--- config.mk ---
export PLATFORM = sky130hd
export DESIGN_NAME = mc_residual_stream_flat
export DESIGN_NICKNAME = d
export VERILOG_FILES = /design/src/rtl/mc_residual_stream_if.sv /design/src/rtl/mc_residual_stream.sv /design/src/flat_wrapper.sv
export SDC_FILE = /design/constraint.sdc
export NUM_CORES = 1
export LEC_CHECK = 0
export ABC_CLOCK_PERIOD_IN_PS = 8400
export CORE_MARGIN = 2
export CORE_UTILIZATION = 52
export DETAILED_ROUTE_END_ITERATION = 6
export GPL_ROUTABILITY_DRIVEN = 1
export PLACE_DENSITY = 0.81
export SYNTH_ARGS = -nofsm -noshare
export SYNTH_HDL_FRONTEND = slang
export SYNTH_SLANG_ARGS = --single-unit
--- constraint.sdc ---
create_clock -name clk -period 8.4 [get_ports clk]
set_clock_uncertainty 0.2 [all_clocks]
set_input_delay 2.1 -clock clk [delete_from_list [all_inputs] [get_ports clk]]
set_output_delay 2.1 -clock clk [all_outputs]
set_load 0.005 [all_outputs]
--- src/rtl/mc_residual_stream_if.sv ---
// Stream bundle for the motion-compensation residual stage: pixel beats in, residual beats out.
// The design end uses the slave modport and the driving end uses the master modport.
interface mc_residual_stream_if #(
  parameter int MB_W        = 8,
  parameter int MB_H        = 8,
  parameter int PIXEL_WIDTH = 8,
  parameter int PPC         = 2
);
  localparam int RW    = PIXEL_WIDTH + 1;
  localparam int SAD_W = PIXEL_WIDTH + $clog2(MB_W * MB_H);

  logic                         src_valid;
  logic                         src_ready;
  logic [PPC*PIXEL_WIDTH-1:0]   curr_pix;
  logic [PPC*PIXEL_WIDTH-1:0]   ref_pix;
  logic                         mode;
  logic                         flush;
  logic                         dst_valid;
  logic                         dst_ready;
  logic [PPC*RW-1:0]            residual_out;
  logic                         dst_first;
  logic                         dst_last;
  logic [SAD_W-1:0]             block_sad;

  modport master (
    output src_valid, curr_pix, ref_pix, mode, flush, dst_ready,
    input  src_ready, dst_valid, residual_out, dst_first, dst_last, block_sad
  );

  modport slave (
    input  src_valid, curr_pix, ref_pix, mode, flush, dst_ready,
    output src_ready, dst_valid, residual_out, dst_first, dst_last, block_sad
  );
endinterface

--- src/rtl/mc_residual_stream.sv ---
// Per-pixel residual (curr - ref, or curr - mid-grey in intra bypass) over a macroblock stream,
// with a single output register stage and a running sum of absolute residuals per block.
module mc_residual_stream #(
  parameter int MB_W        = 8,
  parameter int MB_H        = 8,
  parameter int PIXEL_WIDTH = 8,
  parameter int PPC         = 2
) (
  input  logic                clk,
  input  logic                reset,
  mc_residual_stream_if.slave bus
);
  localparam int BEATS = MB_W * MB_H / PPC;
  localparam int RW    = PIXEL_WIDTH + 1;
  localparam int SAD_W = PIXEL_WIDTH + $clog2(MB_W * MB_H);
  localparam int CNT_W = (BEATS > 1) ? $clog2(BEATS) : 1;
  localparam logic [CNT_W-1:0] LAST_BEAT    = CNT_W'(BEATS - 1);
  localparam logic [RW-1:0]    INTRA_OFFSET = RW'(1) << (PIXEL_WIDTH - 1);

  generate
    if (MB_W % PPC != 0) begin : g_bad_ppc
      $error("mc_residual_stream: MB_W must be a multiple of PPC");
    end
  endgenerate

  typedef enum logic {IDLE, ACTIVE} state_t;

  state_t             state_q, state_d;
  logic [CNT_W-1:0]   beat_cnt_q, beat_cnt_d;
  logic               mode_q;
  logic               accept;
  logic               first_beat;
  logic               last_beat;
  logic               eff_mode;
  logic [RW-1:0]      lane_sub;
  logic [RW-1:0]      lane_res;
  logic [RW-1:0]      lane_mag;
  logic [PPC*RW-1:0]  residual_d;
  logic [SAD_W-1:0]   beat_sum;
  logic [SAD_W-1:0]   sad_d;
  logic [SAD_W-1:0]   sad_q;
  logic               dst_valid_q;
  logic               dst_first_q;
  logic               dst_last_q;
  logic [PPC*RW-1:0]  residual_q;

  // Ready looks only at the output register, so a full pipe still moves one beat per cycle.
  assign bus.src_ready = !reset && !bus.flush && (!dst_valid_q || bus.dst_ready);
  assign accept        = bus.src_valid && bus.src_ready;
  assign first_beat    = (state_q == IDLE);
  assign last_beat     = (beat_cnt_q == LAST_BEAT);
  assign eff_mode      = first_beat ? bus.mode : mode_q;

  always_comb begin
    residual_d = '0;
    beat_sum   = '0;
    lane_sub   = '0;
    lane_res   = '0;
    lane_mag   = '0;
    for (int k = 0; k < PPC; k++) begin
      lane_sub = eff_mode ? INTRA_OFFSET : {1'b0, bus.ref_pix[k*PIXEL_WIDTH +: PIXEL_WIDTH]};
      lane_res = {1'b0, bus.curr_pix[k*PIXEL_WIDTH +: PIXEL_WIDTH]} - lane_sub;
      lane_mag = lane_res[RW-1] ? (~lane_res + RW'(1)) : lane_res;
      residual_d[k*RW +: RW] = lane_res;
      beat_sum = beat_sum + SAD_W'(lane_mag);
    end
    sad_d = first_beat ? beat_sum : (sad_q + beat_sum);
  end

  always_comb begin
    state_d    = state_q;
    beat_cnt_d = beat_cnt_q;
    if (bus.flush) begin
      state_d    = IDLE;
      beat_cnt_d = '0;
    end else if (accept) begin
      if (last_beat) begin
        state_d    = IDLE;
        beat_cnt_d = '0;
      end else begin
        state_d    = ACTIVE;
        beat_cnt_d = beat_cnt_q + CNT_W'(1);
      end
    end
  end

  always_ff @(posedge clk) begin
    if (reset) begin
      state_q    <= IDLE;
      beat_cnt_q <= '0;
    end else begin
      state_q    <= state_d;
      beat_cnt_q <= beat_cnt_d;
    end
  end

  // Output stage only loads on an accepted beat, so everything holds while stalled.
  always_ff @(posedge clk) begin
    if (reset) begin
      dst_valid_q <= 1'b0;
      dst_first_q <= 1'b0;
      dst_last_q  <= 1'b0;
      residual_q  <= '0;
      sad_q       <= '0;
      mode_q      <= 1'b0;
    end else if (bus.flush) begin
      dst_valid_q <= 1'b0;
      sad_q       <= '0;
      mode_q      <= 1'b0;
    end else if (accept) begin
      dst_valid_q <= 1'b1;
      dst_first_q <= first_beat;
      dst_last_q  <= last_beat;
      residual_q  <= residual_d;
      sad_q       <= sad_d;
      if (first_beat) begin
        mode_q <= bus.mode;
      end
    end else if (bus.dst_ready) begin
      dst_valid_q <= 1'b0;
    end
  end

  assign bus.dst_valid    = dst_valid_q;
  assign bus.dst_first    = dst_first_q;
  assign bus.dst_last     = dst_last_q;
  assign bus.residual_out = residual_q;
  assign bus.block_sad    = sad_q;
endmodule

--- src/flat_wrapper.sv ---
// flat-port wrapper written by rule: the top's interface ports become plain ports
module mc_residual_stream_flat 
#(
  parameter int MB_W        = 8,
  parameter int MB_H        = 8,
  parameter int PIXEL_WIDTH = 8,
  parameter int PPC         = 2
)
  (clk, reset, bus_src_valid, bus_curr_pix, bus_ref_pix, bus_mode, bus_flush, bus_dst_ready, bus_src_ready, bus_dst_valid, bus_residual_out, bus_dst_first, bus_dst_last, bus_block_sad);
  mc_residual_stream_if #(.MB_W(MB_W), .MB_H(MB_H), .PIXEL_WIDTH(PIXEL_WIDTH), .PPC(PPC)) bus_i ();
  input  logic clk;
  input  logic reset;
  input wire logic [$bits(bus_i.src_valid)-1:0] bus_src_valid;
  input wire logic [$bits(bus_i.curr_pix)-1:0] bus_curr_pix;
  input wire logic [$bits(bus_i.ref_pix)-1:0] bus_ref_pix;
  input wire logic [$bits(bus_i.mode)-1:0] bus_mode;
  input wire logic [$bits(bus_i.flush)-1:0] bus_flush;
  input wire logic [$bits(bus_i.dst_ready)-1:0] bus_dst_ready;
  output wire logic [$bits(bus_i.src_ready)-1:0] bus_src_ready;
  output wire logic [$bits(bus_i.dst_valid)-1:0] bus_dst_valid;
  output wire logic [$bits(bus_i.residual_out)-1:0] bus_residual_out;
  output wire logic [$bits(bus_i.dst_first)-1:0] bus_dst_first;
  output wire logic [$bits(bus_i.dst_last)-1:0] bus_dst_last;
  output wire logic [$bits(bus_i.block_sad)-1:0] bus_block_sad;
  assign bus_i.src_valid = bus_src_valid;
  assign bus_i.curr_pix = bus_curr_pix;
  assign bus_i.ref_pix = bus_ref_pix;
  assign bus_i.mode = bus_mode;
  assign bus_i.flush = bus_flush;
  assign bus_i.dst_ready = bus_dst_ready;
  assign bus_src_ready = bus_i.src_ready;
  assign bus_dst_valid = bus_i.dst_valid;
  assign bus_residual_out = bus_i.residual_out;
  assign bus_dst_first = bus_i.dst_first;
  assign bus_dst_last = bus_i.dst_last;
  assign bus_block_sad = bus_i.block_sad;
  mc_residual_stream #(.MB_W(MB_W), .MB_H(MB_H), .PIXEL_WIDTH(PIXEL_WIDTH), .PPC(PPC)) u_core (.clk(clk), .reset(reset), .bus(bus_i));
endmodule
==> flow_metrics.py <==
metrics = {
    "clock_network": {
        "cts_tree": "built",
        "root_buffer": "clkbuf_8",
        "path_clk_slew_ns": 0.08,
        "cts_hold_buf": 0,
        "cts.path.max_buffers": 2,
        "cts_resized": 0,
        "cts_htree_levels": 2,
        "cts_setup_buffers": 0,
        "cts_buffers": 5,
        "clock_latency_ns": 0.30,
        "clock-sinks": 42,
    },
    "floorplanning": {
        "core.rowCount": 30,
        "start_util": 0.5322,
        "core_mm2": 0.006756,
        "die_h_um": 87.16,
        "num_io_pins": 74,
        "chipWidth_um": 87.16,
        "dieArea_mm2": 0.007597,
    },
    "detailed_routing": {
        "avgViaCountPerCell": 5.804,
        "wl_per_cell_um": 14.37,
        "first_pass_iters": 5,
        "num_vias": 3523,
        "routed_wl_mm": 8.724,
        "drc": 0,
        "ant_nets": 0,
        "drt_iter0_drc": 110,
    },
    "sta": {
        "fin_setup_tns_ns": 0,
        "slew_viol_final": 0,
        "maxSlewHeadroom": 0.2919,
        "setup_viol": 0,
        "finalCritPeriodShare": 0.9210,
        "fin_crit_ns": 7.736,
        "fin_hold_ws_ns": 0.2574,
        "tightest_slew_ns": 1.062,
        "rsz0062_at_grt": "false",
        "timing_hold_violations_final": 0,
        "clock.fmax_mhz": 129.3,
    },
    "power": {
        "p_leak_nw": 1.824,
        "p_int_w": 0.0005945,
        "pwr-share-comb": 0.630,
        "total_power_w": 0.001048,
        "powerDensity_mw_per_mm2": 233.2,
        "p_switching_w": 0.0004534,
        "p_seq_frac": 0.213,
        "p_sw_frac": 0.4327,
        "clockPowerShare": 0.157,
        "irDropWorstVdd_mv": 0.1112,
    },
    "layout": {
        "final_common_cell": "clkdlybuf4s50_1",
        "nets": 610,
        "area_growth_pct": 24.95,
        "diodes": 0,
        "final_cells": 607,
        "layout-drive-gt1-share": 0.05123,
        "fin_util": 0.6650,
        "final_cell_mix": "clkdlybuf4s50_1, nor2_1, nand2_1",
    },
    "synth": {
        "ys_seq_area_frac": 0.2338,
        "ys_warn_count": 0,
        "synth_cell_types": 51,
        "synth-async-reset-ratio": 0,
        "synth_fp_nets": 541,
        "synth_edf_count": 0,
        "synthFlopType": "dfxtp_1",
        "syn_avg_cell_area_um2": 7.869,
        "synthCells": 457,
        "netlist_area_mm2": 0.003596,
        "synth_seq_cells": 42,
    },
    "placed_design": {
        "place_inst": 599,
        "dp_hpwl_mm": 6.691,
        "place.gp.congestion": 0.8893,
        "port-buffer-count": 73,
    },
    "critical_path": {
        "worstPathArrival_ns": 7.73,
        "crit_fanout": 9,
        "cp_slowest_cell": "mux2i_1",
        "cpMostUsedCell": "ha_1",
        "reg2regPathDepth": 25,
        "reg2reg_from": "u_core.state_q",
        "crit_start": "bus_mode",
        "worstSetupStartpointType": "primary input",
        "cp.required_ns": 8.39,
        "slowest_delay_ns": 0.47,
        "end_kind": "register",
        "crit_type": "primary input to register",
        "reg2reg_setup_slack_ns": 2.04,
    },
    "global_routing": {
        "antenna_found_initial": 0,
        "grt_pass1_vias": 3285,
        "grt_pass1_wl_mm": 14.51,
        "gr-usage-all-layers": 0.2373,
        "grt_max_degree": 46,
        "grt_overflow": 0,
    },
    "flow_run": {
        "maxCapViolCount": 0,
    },
    "worst_hold_path": {
        "min_delay_path_depth": 2,
        "min_path_type": "register to register",
        "holdCritStartpoint": "u_core.bus.dst_first",
    },
    "outcome": {
        "status": "completed",
    },
}
==> cell families after synthesis <==
kind of cell               Yosys count  share of synthesized area
muxes                                9                    0.02575
xor gates and xnor gates            39                    0.09499
AOI/OAI and AO/OA                  124                     0.2276
and+or+nand+nor                    164                     0.2102
adders and majority gates           46                     0.1684
buffers and inverters               33                    0.03932
DFF                                 42                     0.2338
==> worst paths after layout <==
| check | end |
|---|---|
| worst min register to register | u_core.bus.dst_first |
| worst max register to register | u_core.bus.block_sad[11] |
| worst min-delay path | u_core.bus.dst_first |
| worst max-delay path | u_core.bus.block_sad[11] |
==> worst max-delay path: cells and delay by family <==
family | cells | cell delay, ns
buf+inv | 3 | 0.58
fa+ha+maj | 4 | 1.21
mux | 2 | 0.63
xor+xnor | 2 | 0.37
compound gates | 10 | 2.09
simple gates | 5 | 0.73
==> cells in the mapped netlist, drive strengths merged, types with 3 or more instances <==
| cell | instances | area, um2 |
|---|---|---|
| o21bai | 6 | 45.04 |
| nor2 | 52 | 197.7 |
| buf | 5 | 36.28 |
| mux2i | 7 | 70.07 |
| nand2 | 50 | 187.7 |
| nand3 | 17 | 85.08 |
| or2 | 3 | 18.77 |
| nor2b | 8 | 50.05 |
| and3 | 6 | 37.54 |
| xnor2 | 22 | 192.7 |
| nand2b | 5 | 31.28 |
| o21a | 6 | 45.04 |
| a21o | 14 | 105.1 |
| a31oi | 5 | 31.28 |
| clkbuf | 10 | 37.54 |
| fa | 4 | 80.08 |
| a21oi | 40 | 204.0 |
| inv | 18 | 67.56 |
| o211ai | 5 | 37.54 |
| xor2 | 17 | 148.9 |
| ha | 42 | 525.5 |
| dfxtp | 42 | 840.8 |
| a211oi | 13 | 107.6 |
| nor3 | 8 | 40.04 |
| o21ai | 25 | 128.9 |
==> state kept, by name, indices dropped and copies added, names as in the netlist <==
signal	cells
u_core.bus.residual_out	18
u_core.state_q	1
u_core.mode_q	1
u_core.bus.dst_first	1
u_core.beat_cnt_q	5
u_core.bus.dst_last	1
u_core.bus.dst_valid	1
u_core.bus.block_sad	14
==> power by group through the flow <==
stage | sequential (W) | clock, W | combinational, W
floorplan | 0.000226 | 0 | 0.000497
global placement | 0.000227 | 0 | 0.000618
detailed placement | 0.000228 | 0 | 0.000645
CTS | 0.000223 | 0.000169 | 0.000651
global route | 0.000225 | 0.000178 | 0.000732
finish | 0.000223 | 0.000165 | 0.000660
==> metrics by stage <==
step	cell area, um2	worst slack [ns]
final	4493	0.6639
after global routing	4493	0.2549
after CTS	4493	0.7166
after detailed placement	4383	0.4033
after global placement	4383	0.6962
after floorplan	3596	1.467
==> metal layers <==
metal | track usage | up-vias | routed length, um
li1 | - | 1761 | -
met1 | 0.3015 | 1609 | 3910
met2 | 0.4067 | 138 | 4119
met3 | 0.03886 | 15 | 518
met4 | 0.08252 | 0 | 176
met5 | 0 | - | 0
==> final cells by class <==
type | instances | area (um2)
Timing Repair Buffer | 77 | 760.7
Inverter | 18 | 67.56
Fill cell | 588 | 2263
Multi-Input combinational cell | 382 | 2614
Tap cell | 80 | 100.1
Sequential cell | 42 | 840.8
Clock inverter | 2 | 37.54
Clock buffer | 6 | 72.57
No activity file was read; power rests on OpenSTA's default activity.
